## src/rtl/prn_cdr_pkg.sv

```systemverilog
// prn_cdr_pkg: shared types, reset constants and width helper for the PRN CDR delay-line controller
package prn_cdr_pkg;
  typedef enum logic [1:0] {CMD_HOLD, CMD_RIGHT, CMD_LEFT} shift_cmd_t;
  localparam int RST_GAP = 0;
  localparam int RST_QUIET = 0;
  localparam logic RST_LOCKED = 1'b0;
  function automatic int clog2_w(input int n);
    return n <= 2 ? 1 : $clog2(n);
  endfunction
endpackage

```

## src/rtl/dlc_tap_ctrl.sv

```systemverilog
// dlc_tap_ctrl: shift command decode, tap pointer, move rate limiter and lock counter (DLC_LOCK_DET_EN)
module dlc_tap_ctrl import prn_cdr_pkg::*; #(
  parameter int DEPTH    = 16,
  parameter int INIT_TAP = 8,
  parameter int STEP_GAP = 4,
  parameter int LOCK_CNT = 32,
  parameter int TAP_W    = clog2_w(DEPTH)
) (
  input  logic             clk,
  input  logic             rst,
  input  logic             shift_right,
  input  logic             shift_left,
  output logic [TAP_W-1:0] tap,
  output logic             at_max,
  output logic             at_min,
  output logic             locked
);
  localparam int GAP_W = clog2_w(STEP_GAP + 1);
  localparam logic [TAP_W-1:0] TAP_MAX = TAP_W'(DEPTH - 1);
  localparam logic [TAP_W-1:0] TAP_RST = TAP_W'(INIT_TAP);
  if (DEPTH < 2 || INIT_TAP < 0 || INIT_TAP >= DEPTH || STEP_GAP < 0 || LOCK_CNT < 1)
    $error("dlc_tap_ctrl: illegal parameter set");
  shift_cmd_t cmd;
  logic move;
  logic [GAP_W-1:0] gap;
  assign at_max = tap == TAP_MAX;
  assign at_min = tap == '0;
  // conflicting requests collapse to HOLD; a move needs a quiet gap and headroom
  always_comb begin
    cmd = (shift_right & ~shift_left) ? CMD_RIGHT : (shift_left & ~shift_right) ? CMD_LEFT : CMD_HOLD;
    move = (gap == '0) && ((cmd == CMD_RIGHT && !at_max) || (cmd == CMD_LEFT && !at_min));
  end
  // tap steps once per accepted move, then the gap counter blocks further moves
  always_ff @(posedge clk or posedge rst)
    if (rst) begin
      tap <= TAP_RST;
      gap <= GAP_W'(RST_GAP);
    end else if (move) begin
      tap <= (cmd == CMD_RIGHT) ? tap + 1'b1 : tap - 1'b1;
      gap <= GAP_W'(STEP_GAP);
    end else if (gap != '0) begin
      gap <= gap - 1'b1;
    end
`ifdef DLC_LOCK_DET_EN
  localparam int QW = clog2_w(LOCK_CNT + 1);
  logic [QW-1:0] quiet;
  // counts cycles since the last accepted move, saturating at the lock threshold
  always_ff @(posedge clk or posedge rst)
    if (rst) quiet <= QW'(RST_QUIET);
    else if (move) quiet <= '0;
    else if (quiet != QW'(LOCK_CNT)) quiet <= quiet + 1'b1;
  assign locked = quiet == QW'(LOCK_CNT);
`else
  assign locked = RST_LOCKED;
`endif
endmodule

```

## src/rtl/prn_delay_line_ctrl.sv

```systemverilog
// prn_delay_line_ctrl: tapped sample delay line steered by the phase detector; lock detect via DLC_LOCK_DET_EN
module prn_delay_line_ctrl import prn_cdr_pkg::*; #(
  parameter int WIDTH    = 1,
  parameter int DEPTH    = 16,
  parameter int INIT_TAP = 8,
  parameter int STEP_GAP = 4,
  parameter int LOCK_CNT = 32
) (
  input  logic                      clk,
  input  logic                      rst,
  input  logic [WIDTH-1:0]          din,
  input  logic                      shift_right,
  input  logic                      shift_left,
  output logic [WIDTH-1:0]          dout,
  output logic [clog2_w(DEPTH)-1:0] tap,
  output logic                      at_max,
  output logic                      at_min,
  output logic                      locked
);
  logic [WIDTH-1:0] stage [DEPTH];
  dlc_tap_ctrl #(
    .DEPTH(DEPTH), .INIT_TAP(INIT_TAP), .STEP_GAP(STEP_GAP), .LOCK_CNT(LOCK_CNT)
  ) u_tap_ctrl (
    .clk(clk), .rst(rst), .shift_right(shift_right), .shift_left(shift_left),
    .tap(tap), .at_max(at_max), .at_min(at_min), .locked(locked)
  );
  // sample shift register with a registered tap-selected output
  always_ff @(posedge clk or posedge rst)
    if (rst) begin
      for (int i = 0; i < DEPTH; i++) stage[i] <= '0;
      dout <= '0;
    end else begin
      stage[0] <= din;
      for (int i = 1; i < DEPTH; i++) stage[i] <= stage[i-1];
      dout <= stage[tap];
    end
endmodule

```

## config.mk

```make
export PLATFORM = sky130hd
export DESIGN_NAME = prn_delay_line_ctrl
export DESIGN_NICKNAME = d
export VERILOG_FILES = /design/src/rtl/prn_cdr_pkg.sv /design/src/rtl/dlc_tap_ctrl.sv /design/src/rtl/prn_delay_line_ctrl.sv
export SDC_FILE = /design/constraint.sdc
export NUM_CORES = 1
export LEC_CHECK = 0
export CAP_MARGIN = 20
export CORE_ASPECT_RATIO = 0.6
export CORE_MARGIN = 5
export CORE_UTILIZATION = 42
export CTS_BUF_LIST = sky130_fd_sc_hd__clkbuf_2 sky130_fd_sc_hd__clkbuf_4 sky130_fd_sc_hd__clkbuf_8
export CTS_CLUSTER_SIZE = 16
export DETAILED_ROUTE_END_ITERATION = 16
export GPL_TIMING_DRIVEN = 0
export SETUP_SLACK_MARGIN = 0.5
export SLEW_MARGIN = 20
export SYNTH_ARGS = -nofsm -noshare
export SYNTH_HDL_FRONTEND = slang
export SYNTH_HIERARCHICAL = 1
export SYNTH_SLANG_ARGS = --single-unit
```

## constraint.sdc

```tcl
create_clock -name clk -period 2.6 [get_ports clk]
set_clock_uncertainty 0.1 [all_clocks]
set_input_delay 0.26 -clock clk [delete_from_list [all_inputs] [get_ports clk]]
set_output_delay 0.26 -clock clk [all_outputs]
set_load 0.03 [all_outputs]
```

# Word-level counts from Yosys, hierarchy flattened
# Cells that the tools add are included.
[word_totals]
ff_bits = 24
output_inout_bits = 8
inputBits = 5
word_cells = 49
[op_classes]
order_cmp = 1
eq_ne = 3
n_reduce_logical = 10
addsub = 3
bitwise = 5
n_mux = 8
[ops]
columns = ["cell", "n"]
rows = [
  ["3-bit 2-to-1 mux", 2],
  ["5-bit >= comparator (second input constant)", 1],
  ["4-bit inverter with 5-bit output", 1],
  ["4-bit by 1-bit adder with 4-bit output (second input constant)", 1],
  ["1-bit binary-select mux with 4-bit select", 1],
  ["4-bit equality test (second input constant)", 1],
  ["4-bit logical NOT", 1],
  ["2-bit 2-to-1 mux", 2],
  ["4-bit 2-to-1 mux", 1],
  ["4-bit by 1-bit subtractor with 4-bit output (second input constant)", 1],
  ["1-bit logical AND", 3],
  ["3-bit logical NOT", 1],
  ["3-bit nonzero test", 1],
  ["3-bit by 1-bit subtractor with 3-bit output (second input constant)", 1],
  ["1-bit AND", 2],
  ["2-bit by 1-bit equality test with 1-bit output (second input constant)", 1],
  ["2-bit equality test (second input constant)", 1],
  ["1-bit logical NOT", 2],
  ["1-bit 2-to-1 mux", 2],
  ["1-bit inverter", 2],
  ["2-bit nonzero test", 1],
  ["1-bit logical OR", 1],
]

# Depth between registers and ports, before layout
# Gate-level depths: netlist of run 1.
[depth]
ltp_word = 9
mapped_depth = 6
mapped_depth_nobuf = 6

# Cells and area by module
# The synthesis of run 1 kept the hierarchy.
[by_module_without_submodules]
columns = ["module", "cells_per_inst", "instances", "seq_area_each_um2", "area_per_inst_um2"]
rows = [
  ["prn_delay_line_ctrl", 25, 1, 425.4, 564.3],
  ["dlc_tap_ctrl", 42, 1, 176.4, 475.5],
]

# Least setup slack after synthesis of run 1
# OpenSTA, ideal clock, no wires.
[synth_timing]
path_type = "register -> register"
startpoint = "register u_tap_ctrl.tap[1]"
endpoint = "register u_tap_ctrl.tap[1]"
n_path_buf = 0
setup_time_ns = 0.125
stages_incl_launch_ff = 5
t_arrival_ns = 2.020
slack_ns = 0.355
period_less_slack_ns = 2.245
required_time_ns = 2.375
path_cell_list = "dfrtp_1 > nor4_2 > o22ai_2 > nand2_4 > mux2_4"
[synth_between]
elab_chain_len = 5
elab_cells_between_ends = 11
cone_classes = "2 x add/sub; 1 x eq/ne; 1 x mux; 7 x reduce/logical"
[synth_rtl]
columns = ["item", "line", "rtl"]
rows = [
  ["start, declared", "dlc_tap_ctrl.sv:13", "output logic [TAP_W-1:0] tap,"],
  ["start signal, assigned", "dlc_tap_ctrl.sv:39", "tap <= (cmd == CMD_RIGHT) ? tap + 1'b1 : tap - 1'b1;"],
  ["4-bit logical NOT", "dlc_tap_ctrl.sv:27", "assign at_min = tap == '0;"],
  ["via at_min", "prn_delay_line_ctrl.sv:17", "output logic at_min,"],
  ["1-bit logical NOT", "dlc_tap_ctrl.sv:31", "move = (gap == '0) && ((cmd == CMD_RIGHT && !at_max) || (cmd == CMD_LEFT && !at_min));"],
  ["1-bit logical AND", "dlc_tap_ctrl.sv:31", ""],
  ["1-bit logical OR", "dlc_tap_ctrl.sv:31", ""],
  ["1-bit logical AND", "dlc_tap_ctrl.sv:31", ""],
]
# The timed path passes the listed nets, and every way through them passes these cells.
# A chain may end at the register's enable or synchronous reset.

# Worst setup path in the final report of run 1
[layout_timing]
startpoint = "input shift_left"
endpoint = "register u_tap_ctrl.tap[3]"
[layout_between]
elab_chain_len = 7
elab_cells_between_ends = 12
cone_classes = "2 x eq/ne; 3 x mux; 3 x bitwise; 4 x reduce/logical"
[layout_rtl]
columns = ["item", "line", "rtl"]
rows = [
  ["start, declared", "prn_delay_line_ctrl.sv:13", "input logic shift_left,"],
  ["1-bit AND or 1-bit inverter (tied branches)", "dlc_tap_ctrl.sv:30", "cmd = (shift_right & ~shift_left) ? CMD_RIGHT : (shift_left & ~shift_right) ? CMD_LEFT : CMD_HOLD;"],
  ["2-bit 2-to-1 mux or 1-bit AND (tied branches)", "dlc_tap_ctrl.sv:30", ""],
  ["2-bit 2-to-1 mux *", "dlc_tap_ctrl.sv:30", ""],
  ["2-bit by 1-bit equality test with 1-bit output or 2-bit equality test (tied branches)", "dlc_tap_ctrl.sv:31, dlc_tap_ctrl.sv:39", ""],
  ["1-bit logical AND", "dlc_tap_ctrl.sv:31", ""],
  ["1-bit logical OR", "dlc_tap_ctrl.sv:31", ""],
  ["1-bit logical AND", "dlc_tap_ctrl.sv:31", ""],
]
# Mark *: on every way between the ends. The rest lies on a longest branch, timed or not.

==> results of run 1 <==
[routing by layer]
metal | part of all wire | wire (um) | up-vias
met4 | 0.017 | 30 | 0
met1 | 0.53 | 923 | 278
met3 | 0.067 | 117 | 4
li1 | - | - | 276
met5 | 0 | 0 | -
met2 | 0.39 | 684 | 10
[cell families (layout without fill, tap and decap cells)]
logic type | Yosys count | in the layout
flip-flops | 24 | 24
multiplexers | 11 | 11
AND/OR/NAND/NOR | 10 | 10
AO/OA/AOI/OAI | 8 | 8
adder cells (fa/ha/maj) | 5 | 5
buffers and inverters | 5 | 20
XOR/XNOR | 3 | 3
other | 1 | 1
[layout make-up]
cell class,count,area share
Buffer,1,0.00589
Tap cell,32,0.0314
Timing Repair Buffer,11,0.0845
Clock inverter,1,0.0236
Inverter,4,0.0118
Clock buffer,3,0.0324
Sequential cell,24,0.474
Multi-Input combinational cell,38,0.336
[worst max path at each step]
stage               slack, ns  depth (start not counted)                 to
CTS                      0.54                          7  u_tap_ctrl/tap[3]
finish                   0.62                          7  u_tap_ctrl/tap[3]
global placement         0.31                          7  u_tap_ctrl/tap[3]
detailed placement       0.29                          7  u_tap_ctrl/tap[3]
global route             0.50                          7  u_tap_ctrl/tap[3]
floorplan                0.55                          4  u_tap_ctrl/tap[1]
[metrics by stage]
step                      worst slack (ns)   util  area (sq um)
after global routing                 0.502  0.523          1270
final                                0.623  0.523          1270
after detailed placement             0.287  0.492          1200
after global placement               0.309  0.492          1200
after CTS                            0.538  0.522          1270
after floorplan                      0.546      -          1050
[worst max-delay path: cells and delay by family]
kind / cells / cell delay (ns)
compound gates: 3 / 0.70
buf+inv: 1 / 0.41
fa+ha+maj: 1 / 0.31
simple gates: 1 / 0.25
xor+xnor: 1 / 0.15
[state kept, by name, summed over array words and instances (netlist names)]
signal and flops:
u_tap_ctrl/tap 4, dout 1, stage 16, u_tap_ctrl/gap 3
[placed cells by master (no fill, tap or decap), types with 2 or more instances in the layout]
| cell type | n |
|---|---|
| o21ai_1 | 2 |
| xnor2_1 | 2 |
| mux2i_1 | 5 |
| mux2_4 | 2 |
| dlygate4sd2_1 | 2 |
| nand2_1 | 2 |
| inv_1 | 4 |
| dfrtp_2 | 2 |
| mux4_1 | 4 |
| dfrtp_1 | 21 |
| clkbuf_8 | 3 |
| clkdlybuf4s50_1 | 9 |
| ha_1 | 4 |
[power breakdown]
part / switching, mW / internal [mW] / total (mW) / leakage [nW]
registers: 0.132 / 0.462 / 0.593 / 0.278
clock network: 0.118 / 0.206 / 0.324 / 0.0357
logic: 0.271 / 0.306 / 0.578 / 0.262
==> metrics.yaml, run 1 <==
synthesis:
  synth_cell_types: 27
  synthAdderAreaFrac: 0.0674
  synth_edf_count: 0
  synth.area.top_cells: "dfrtp_1, mux4_1, ha_1, mux2i_1, mux2_4"
  synth_top_family_by_area: "multiplexers"
  syn_inst: 67
  synthArstFlopShare: 1.00
  muxShareOfSynthArea: 0.178
  synth_compound_area_frac: 0.0554
  yosysMostFrequentCell: "dfrtp_1"
  seq_area_frac_synth: 0.579
  ys.flop_type: "dfrtp_1"
  synth_area_sq_mm: 0.00104
  postSynthNetCount: 77
  avgSynthCellArea_sq_um: 15.5
  ys_ff_latch: 24
  synthTopCellsByCount: "dfrtp_1, mux2i_1, ha_1, inv_1, mux4_1"
  synth_xor_area_frac: 0.0253
  synth_top_area_frac: 0.554
  synth_top_cell_by_area: "dfrtp_1"
  yosys_warnings: 6
  synthSimpleGateAreaFrac: 0.0698
status:
  outcome: "finished, final reports clean"
cells_and_area:
  area_growth_pct: 22.5
  final_nets: 93
  final-seq-area_sq_um: 604
  layout-drive-gt1-share: 0.195
  multi_input_area_sq_um: 428
  diodes: 0
  fillers: 210
  fin_cells: 114
clock_network:
  cts-hold-fix-buffers: 0
  root_buffer: "clkbuf_8"
  clkTransAtPathRegs_ns: 0.08
  postCtsSetupBuffers: 0
  clkSinkCount: 24
  clk_latency_ns: 0.27
  cts_tree: "yes"
  numCtsBuffers: 3
  clockBufferDepth: 2
  htree_levels: 1
  cts_resized: 4
worst_setup_path:
  cp_slowest_cell: "clkdlybuf4s50_1"
  startpoint: "shift_left"
  r2r_start: "u_tap_ctrl/tap[1]"
  worstSetupStartpointType: "primary input"
  crit_type: "in2reg"
  rrSetupSlack_ns: 0.74
  endpoint_kind: "flop"
  r2r_cells: 5
  r2r_end: "u_tap_ctrl/tap[3]"
  cp_cell_sequence: "clkdlybuf4s50_1, nand2b_2, ha_1, a21o_1, a2111oi_1, o21ai_1, xnor2_1"
  critPathMaxFanout: 5
  arrival_ns: 2.08
  worstPathRequired_ns: 2.70
  slowest_delay_ns: 0.41
timing:
  period_minus_slack_ns: 1.98
  whs_ns: 0.148
  tightestPinTransition_ns: 0.661
  slew_viol_final: 0
  setup_tns_ns: 0
  slew_headroom: 0.559
  hold_viol: 0
  fmax_mhz: 506
  setup_viol: 0
  post-route-period-util: 0.760
  grt_setup_unrepaired: "false"
routing:
  drt_first_pass_iters: 2
  drtIter0Drc: 29
  drc: 0
  via_per_inst: 4.98
  antenna_left: 0
  wl_per_cell_um: 15.4
  wirelength_um: 1760
  vias: 568
global_route:
  use_met2: 0.151
  use_met3: 0.0537
  grt_max_degree: 18
  grt_use_met1: 0.169
  top_usage_layer: "met1"
  antenna_found_initial: 0
  grt_pass1_vias: 594
  track_usage: 0.118
  grt_overflow: 0
  grt_pass1_wl_um: 3090
floorplanning:
  initial_core_util: 0.427
  die_area_sq_mm: 0.00360
  die_w_um: 74.2
  die_h_um: 48.5
  pin_count: 13
  core_sq_mm: 0.00243
  rows: 14
placement:
  portBuffers: 11
  post-dp-hpwl_um: 1270
  post-place-cells: 110
  gp_congestion: 0.657
power_and_ir_drop:
  power_mw: 1.49
  pwr_density_cell_mw_per_mm2: 1170
  ir_worst_vdd_uv: 388
  power.leakage_nw: 0.575
hold_path:
  hold_path_class: "in2async"
flow_run:
  max_cap_viol_count: 0
No activity file was read; power rests on OpenSTA's default activity.
==> inputs of run 2 (changes only) <==
==> constraint.sdc (replaced) <==
create_clock -name clk -period 2 [get_ports clk]
set_clock_uncertainty 0.1 [all_clocks]
set_input_delay 0.2 -clock clk [delete_from_list [all_inputs] [get_ports clk]]
set_output_delay 0.2 -clock clk [all_outputs]
set_load 0.03 [all_outputs]
==> run 2 against run 1 <==
Power increased by 62%. Clock power fell by 9.0%. Global-route usage up 2.0 points. Sequential share of layout area shrank 8.4 points. Combinational power is 150% higher. Final area is 22% higher. First-iteration DRC count stayed put. Cell count up 24%. Count of clock-buffer cells in the layout increased by 1. Via count up 23%. Flip-flop and latch count unchanged. Register-to-register slack got worse by 0.49 ns. Critical endpoint is now u_tap_ctrl/tap[1].
==> metrics.yaml, run 2 (synthesis results as in run 1) <==
floorplanning:
  pin_count: 13
  rows: 14
  die_w_um: 74.2
  core_sq_mm: 0.00243
  initial_core_util: 0.427
  die_h_um: 48.5
  die_area_sq_mm: 0.00360
routing:
  wl_per_cell_um: 16.0
  drc: 0
  antenna_left: 0
  via_per_inst: 4.96
  drt_first_pass_iters: 4
  vias: 699
  wirelength_um: 2250
  drtIter0Drc: 29
timing:
  grt_setup_unrepaired: "true"
  setup_viol: 0
  fin_ws_ns: 0.248
  post-route-period-util: 0.876
  whs_ns: 0.0917
  tightestPinTransition_ns: 0.653
  period_minus_slack_ns: 1.75
  hold_viol: 0
  slew_viol_final: 0
  slew_headroom: 0.564
  fmax_mhz: 571
worst_setup_path:
  critPathMaxFanout: 5
  worstSetupStartpointType: "flop"
  r2r_start: "u_tap_ctrl/tap[1]"
  r2r_cells: 6
  endpoint_kind: "flop"
  arrival_ns: 1.80
  startpoint: "u_tap_ctrl/tap[1]"
  worstPathRequired_ns: 2.04
  crit_type: "reg2reg"
cells_and_area:
  diodes: 0
  fillers: 179
  largest_reg_flops: 16
  final_cell_mix: "dfrtp_1, buf_4, buf_6, mux2i_1"
  reg_top3: "stage: 16 flops, u_tap_ctrl/tap: 4 flops, u_tap_ctrl/gap: 3 flops"
  final_common_cell: "dfrtp_1"
  regMostFlops: "stage"
  area_growth_pct: 49.1
  final_nets: 120
  layout-drive-gt1-share: 0.550
  postLayoutCoreUtil: 0.637
power_and_ir_drop:
  pwr_density_cell_mw_per_mm2: 1560
  ir_worst_vdd_uv: 726
  clkPwrFrac: 0.122
  netSwitchingFraction: 0.355
  power_mw: 2.42
  p_sw_mw: 0.858
  p_seq_frac: 0.291
  combPwrFrac: 0.586
  p_int_mw: 1.56
  power.leakage_nw: 0.716
clock_network:
  clockBufferDepth: 2
  root_buffer: "clkbuf_8"
  clk_latency_ns: 0.26
  clkSinkCount: 24
  cts-hold-fix-buffers: 0
  clkTransAtPathRegs_ns: 0.08
  cts_tree: "yes"
  htree_levels: 1
  numCtsBuffers: 3
global_route:
  grt_max_degree: 18
  grt_overflow: 0
  grt_pass1_vias: 688
  antenna_found_initial: 0
  grt_pass1_wl_um: 3730
  track_usage: 0.139
placement:
  portBuffers: 11
  dp_slack_ns: -0.195
  gp_congestion: 0.636
  post-dp-hpwl_um: 1250
hold_path:
  hold_path_class: "in2async"
flow_run:
  max_cap_viol_count: 0
status:
  outcome: "finished, final reports clean"
## run 2: final cells by class
| class | count | area, sq um | share of cell area |
|---|---|---|---|
| Sequential cell | 24 | 606 | 0.391 |
| Tap cell | 32 | 40.0 | 0.0258 |
| Inverter | 4 | 15.0 | 0.00969 |
| Clock buffer | 4 | 48.8 | 0.0315 |
| Timing Repair Buffer | 38 | 350 | 0.226 |
| Buffer | 1 | 7.51 | 0.00484 |
| Multi-Input combinational cell | 38 | 483 | 0.312 |
## run 2: per-stage QoR
step | setup TNS [ns] | area [sq um] | cells
3_3_place_gp | -0.195 | 1200 | 110
5_1_grt | 0 | 1550 | 141
3_5_place_dp | -0.195 | 1200 | 110
6_report | 0 | 1550 | 141
4_1_cts | 0 | 1450 | 136
2_1_floorplan | 0 | 1050 | 67
## run 2: worst max-delay path: stages (launching register included)
cell,delay [ns]
dfrtp_2,0.47
buf_6,0.14
nor4_4,0.24
buf_4,0.19
o22ai_4,0.08
nand2_4,0.11
mux2_4,0.31
## run 2: worst paths after layout
kind	slack, ns	endpoint
max	0.25	u_tap_ctrl/tap[1]
min	0.09	u_tap_ctrl/gap[1]
max reg2reg	0.25	u_tap_ctrl/tap[1]
min reg2reg	0.28	stage[0]
max in group asynchronous	1.13	stage[0]
min in group clk	0.28	stage[0]
## run 2: routing by layer
metal	track usage	part of all wire	up-vias
met3	0.0455	0.046	2
met5	0	0	-
met2	0.196	0.45	15
li1	-	-	320
met4	0.0296	0.010	0
met1	0.208	0.49	362
## run 2: repair_timing
action,4_1_cts,5_1_grt
endpoints found under the setup margin,13,11
pin swaps,4,4
resized for setup,47,17
buffers inserted,22,5
## run 2: power by group through the flow
| stage | clock network [mW] | logic, mW | registers [mW] |
|---|---|---|---|
| 2_1_floorplan | 0 | 0.459 | 0.846 |
| 6_report | 0.295 | 1.42 | 0.704 |
| 5_1_grt | 0.325 | 1.54 | 0.717 |
| 3_5_place_dp | 0 | 0.767 | 0.790 |
| 3_3_place_gp | 0 | 0.751 | 0.781 |
| 4_1_cts | 0.306 | 1.21 | 0.695 |
==> inputs of run 3 (changes only) <==
--- a/config.mk
+++ b/config.mk
@@ -6,13 +6,13 @@
 export NUM_CORES = 1
 export LEC_CHECK = 0
 export CAP_MARGIN = 20
-export CORE_ASPECT_RATIO = 0.6
 export CORE_MARGIN = 5
-export CORE_UTILIZATION = 42
+export CORE_UTILIZATION = 56
 export CTS_BUF_LIST = sky130_fd_sc_hd__clkbuf_2 sky130_fd_sc_hd__clkbuf_4 sky130_fd_sc_hd__clkbuf_8
 export CTS_CLUSTER_SIZE = 16
 export DETAILED_ROUTE_END_ITERATION = 16
 export GPL_TIMING_DRIVEN = 0
+export PLACE_DENSITY = 0.8
 export SETUP_SLACK_MARGIN = 0.5
 export SLEW_MARGIN = 20
 export SYNTH_ARGS = -nofsm -noshare
==> run 3 against run 2 <==
Worst setup slack gained 0.055 ns. Combinational power shrank 23%. Non-clock buffer count fell by 15. Largest power group unchanged.
==> metrics.yaml, run 3 (synthesis results as in run 1) <==
floorplanning:
  die_w_um: 53.1
  rows: 15
  die_h_um: 53.1
  die_area_sq_mm: 0.00282
  initial_core_util: 0.596
  core_sq_mm: 0.00175
  pin_count: 13
routing:
  drtIter0Drc: 15
  via_per_inst: 5.43
  wl_per_cell_um: 17.5
  antenna_left: 0
  wirelength_um: 2090
  drt_first_pass_iters: 4
  drc: 0
  vias: 646
cells_and_area:
  area_growth_pct: 29.5
  final_cell_mix: "dfrtp_1, buf_4, buf_6, mux2i_1"
  final_nets: 105
  final_area_sq_mm: 0.00135
  fin_cells: 119
  reg_top3: "stage: 16 flops, u_tap_ctrl/tap: 4 flops, u_tap_ctrl/gap: 3 flops"
  regMostFlops: "stage"
  diodes: 0
  layout-drive-gt1-share: 0.468
  largest_reg_flops: 16
  final_common_cell: "dfrtp_1"
status:
  outcome: "finished, final reports clean"
worst_setup_path:
  startpoint: "shift_left"
  endpoint_kind: "flop"
  r2r_end: "u_tap_ctrl/tap[2]"
  critPathMaxFanout: 4
  cp_slowest_cell: "clkdlybuf4s50_1"
  r2r_start: "u_tap_ctrl/tap[1]"
  rrSetupSlack_ns: 0.31
  worstSetupStartpointType: "primary input"
  cpLargestDelayFamily: "buffers and inverters"
  crit_type: "in2reg"
  worstPathRequired_ns: 2.12
  slowest_delay_ns: 0.41
  arrival_ns: 1.82
  path_buf_inv: 2
  cp_cell_sequence: "clkdlybuf4s50_1, nand2b_4, buf_4, fa_2, xor2_1, mux2_4"
  r2r_cells: 4
clock_network:
  htree_levels: 1
  cts_tree: "yes"
  clockBufferDepth: 2
  root_buffer: "clkbuf_4"
  clkSinkCount: 24
  clkTransAtPathRegs_ns: 0.13
  numCtsBuffers: 3
  clk_latency_ns: 0.32
timing:
  tightestPinTransition_ns: 0.598
  fmax_mhz: 589
  setup_viol: 0
  slew_headroom: 0.601
  slew_viol_final: 0
  period_minus_slack_ns: 1.70
  grt_setup_unrepaired: "true"
  post-route-period-util: 0.849
  hold_viol: 0
hold_path:
  hold_path_class: "in2async"
flow_run:
  max_cap_viol_count: 0
placement:
  dpl_cell_area_sq_mm: 0.00119
  post-place-cells: 103
  gp_congestion: 0.772
  post-dp-hpwl_um: 1200
  portBuffers: 11
global_route:
  grt_pass1_vias: 685
  grt_max_degree: 18
  grt_overflow: 0
  track_usage: 0.183
  antenna_found_initial: 0
  grt_pass1_wl_um: 3460
power_and_ir_drop:
  pwr_density_cell_mw_per_mm2: 1530
  ir_worst_vdd_uv: 892
  power.leakage_nw: 0.614
[run 3: cell count changes in the layout (fill, tap and decap cells not counted), sizes merged]
cell,delta
dlygate4sd2,-1
dlymetal6s2s,-1
buf,-12
clkdlybuf4s50,+1
clkbuf,-1
clkdlybuf4s15,-1
[run 3: worst max-delay path by stage]
stage | to | slack [ns] | cells past startpoint
final | u_tap_ctrl/tap[2] | 0.30 | 6
after global routing | u_tap_ctrl/tap[2] | 0.28 | 4
after CTS | at_min | 0.37 | 2
after detailed placement | u_tap_ctrl/tap[3] | -0.24 | 7
after global placement | u_tap_ctrl/tap[3] | -0.18 | 7
after floorplan | u_tap_ctrl/tap[1] | 0.08 | 4
[run 3: layout make-up]
cell class | count | area, sq um
Multi-Input combinational cell | 38 | 453
Clock buffer | 4 | 36.3
Tap cell | 25 | 31.3
Sequential cell | 24 | 606
Fill cell | 114 | 399
Inverter | 4 | 15.0
Timing Repair Buffer | 23 | 198
Buffer | 1 | 7.51
[run 3: worst register-to-register path, cell delays in order (launching register included)]
cell	delay, ns
dfrtp_2	0.49
buf_6	0.16
fa_2	0.36
xor2_1	0.19
mux2_4	0.28
[run 3: routing by layer]
| layer | wire length [um] | up-vias | track usage | part of all wire |
|---|---|---|---|---|
| met5 | 0 | - | 0 | 0 |
| met4 | 27 | 0 | 0.0596 | 0.013 |
| met3 | 101 | 4 | 0.0507 | 0.048 |
| met2 | 1040 | 19 | 0.300 | 0.50 |
| met1 | 913 | 329 | 0.235 | 0.44 |
| li1 | - | 294 | - | - |
[run 3: timing repair]
item / 4_1_cts / 5_1_grt
hold buffers: 0 / 0
endpoints found under the setup margin: 13 / 11
buffers inserted: 8 / 4
pin swaps: 5 / 0
resized for setup: 51 / 3
[run 3: per-stage QoR]
step	power (mW)	utilization	hold WS (ns)	TNS [ns]	setup slack, ns
finish	2.06	0.771	0.0389	0	0.303
global route	2.18	0.771	0.0463	0	0.284
CTS	1.96	0.756	0.0363	0	0.371
detailed placement	1.55	0.684	0.259	-0.240	-0.240
global placement	1.51	0.684	0.251	-0.176	-0.176
floorplan	1.31	-	-0.0975	0	0.0795
[run 3: report_power, final]
part	switching [mW]	internal, mW
sequential	0.121	0.602
clock	0.141	0.111
combinational	0.516	0.570
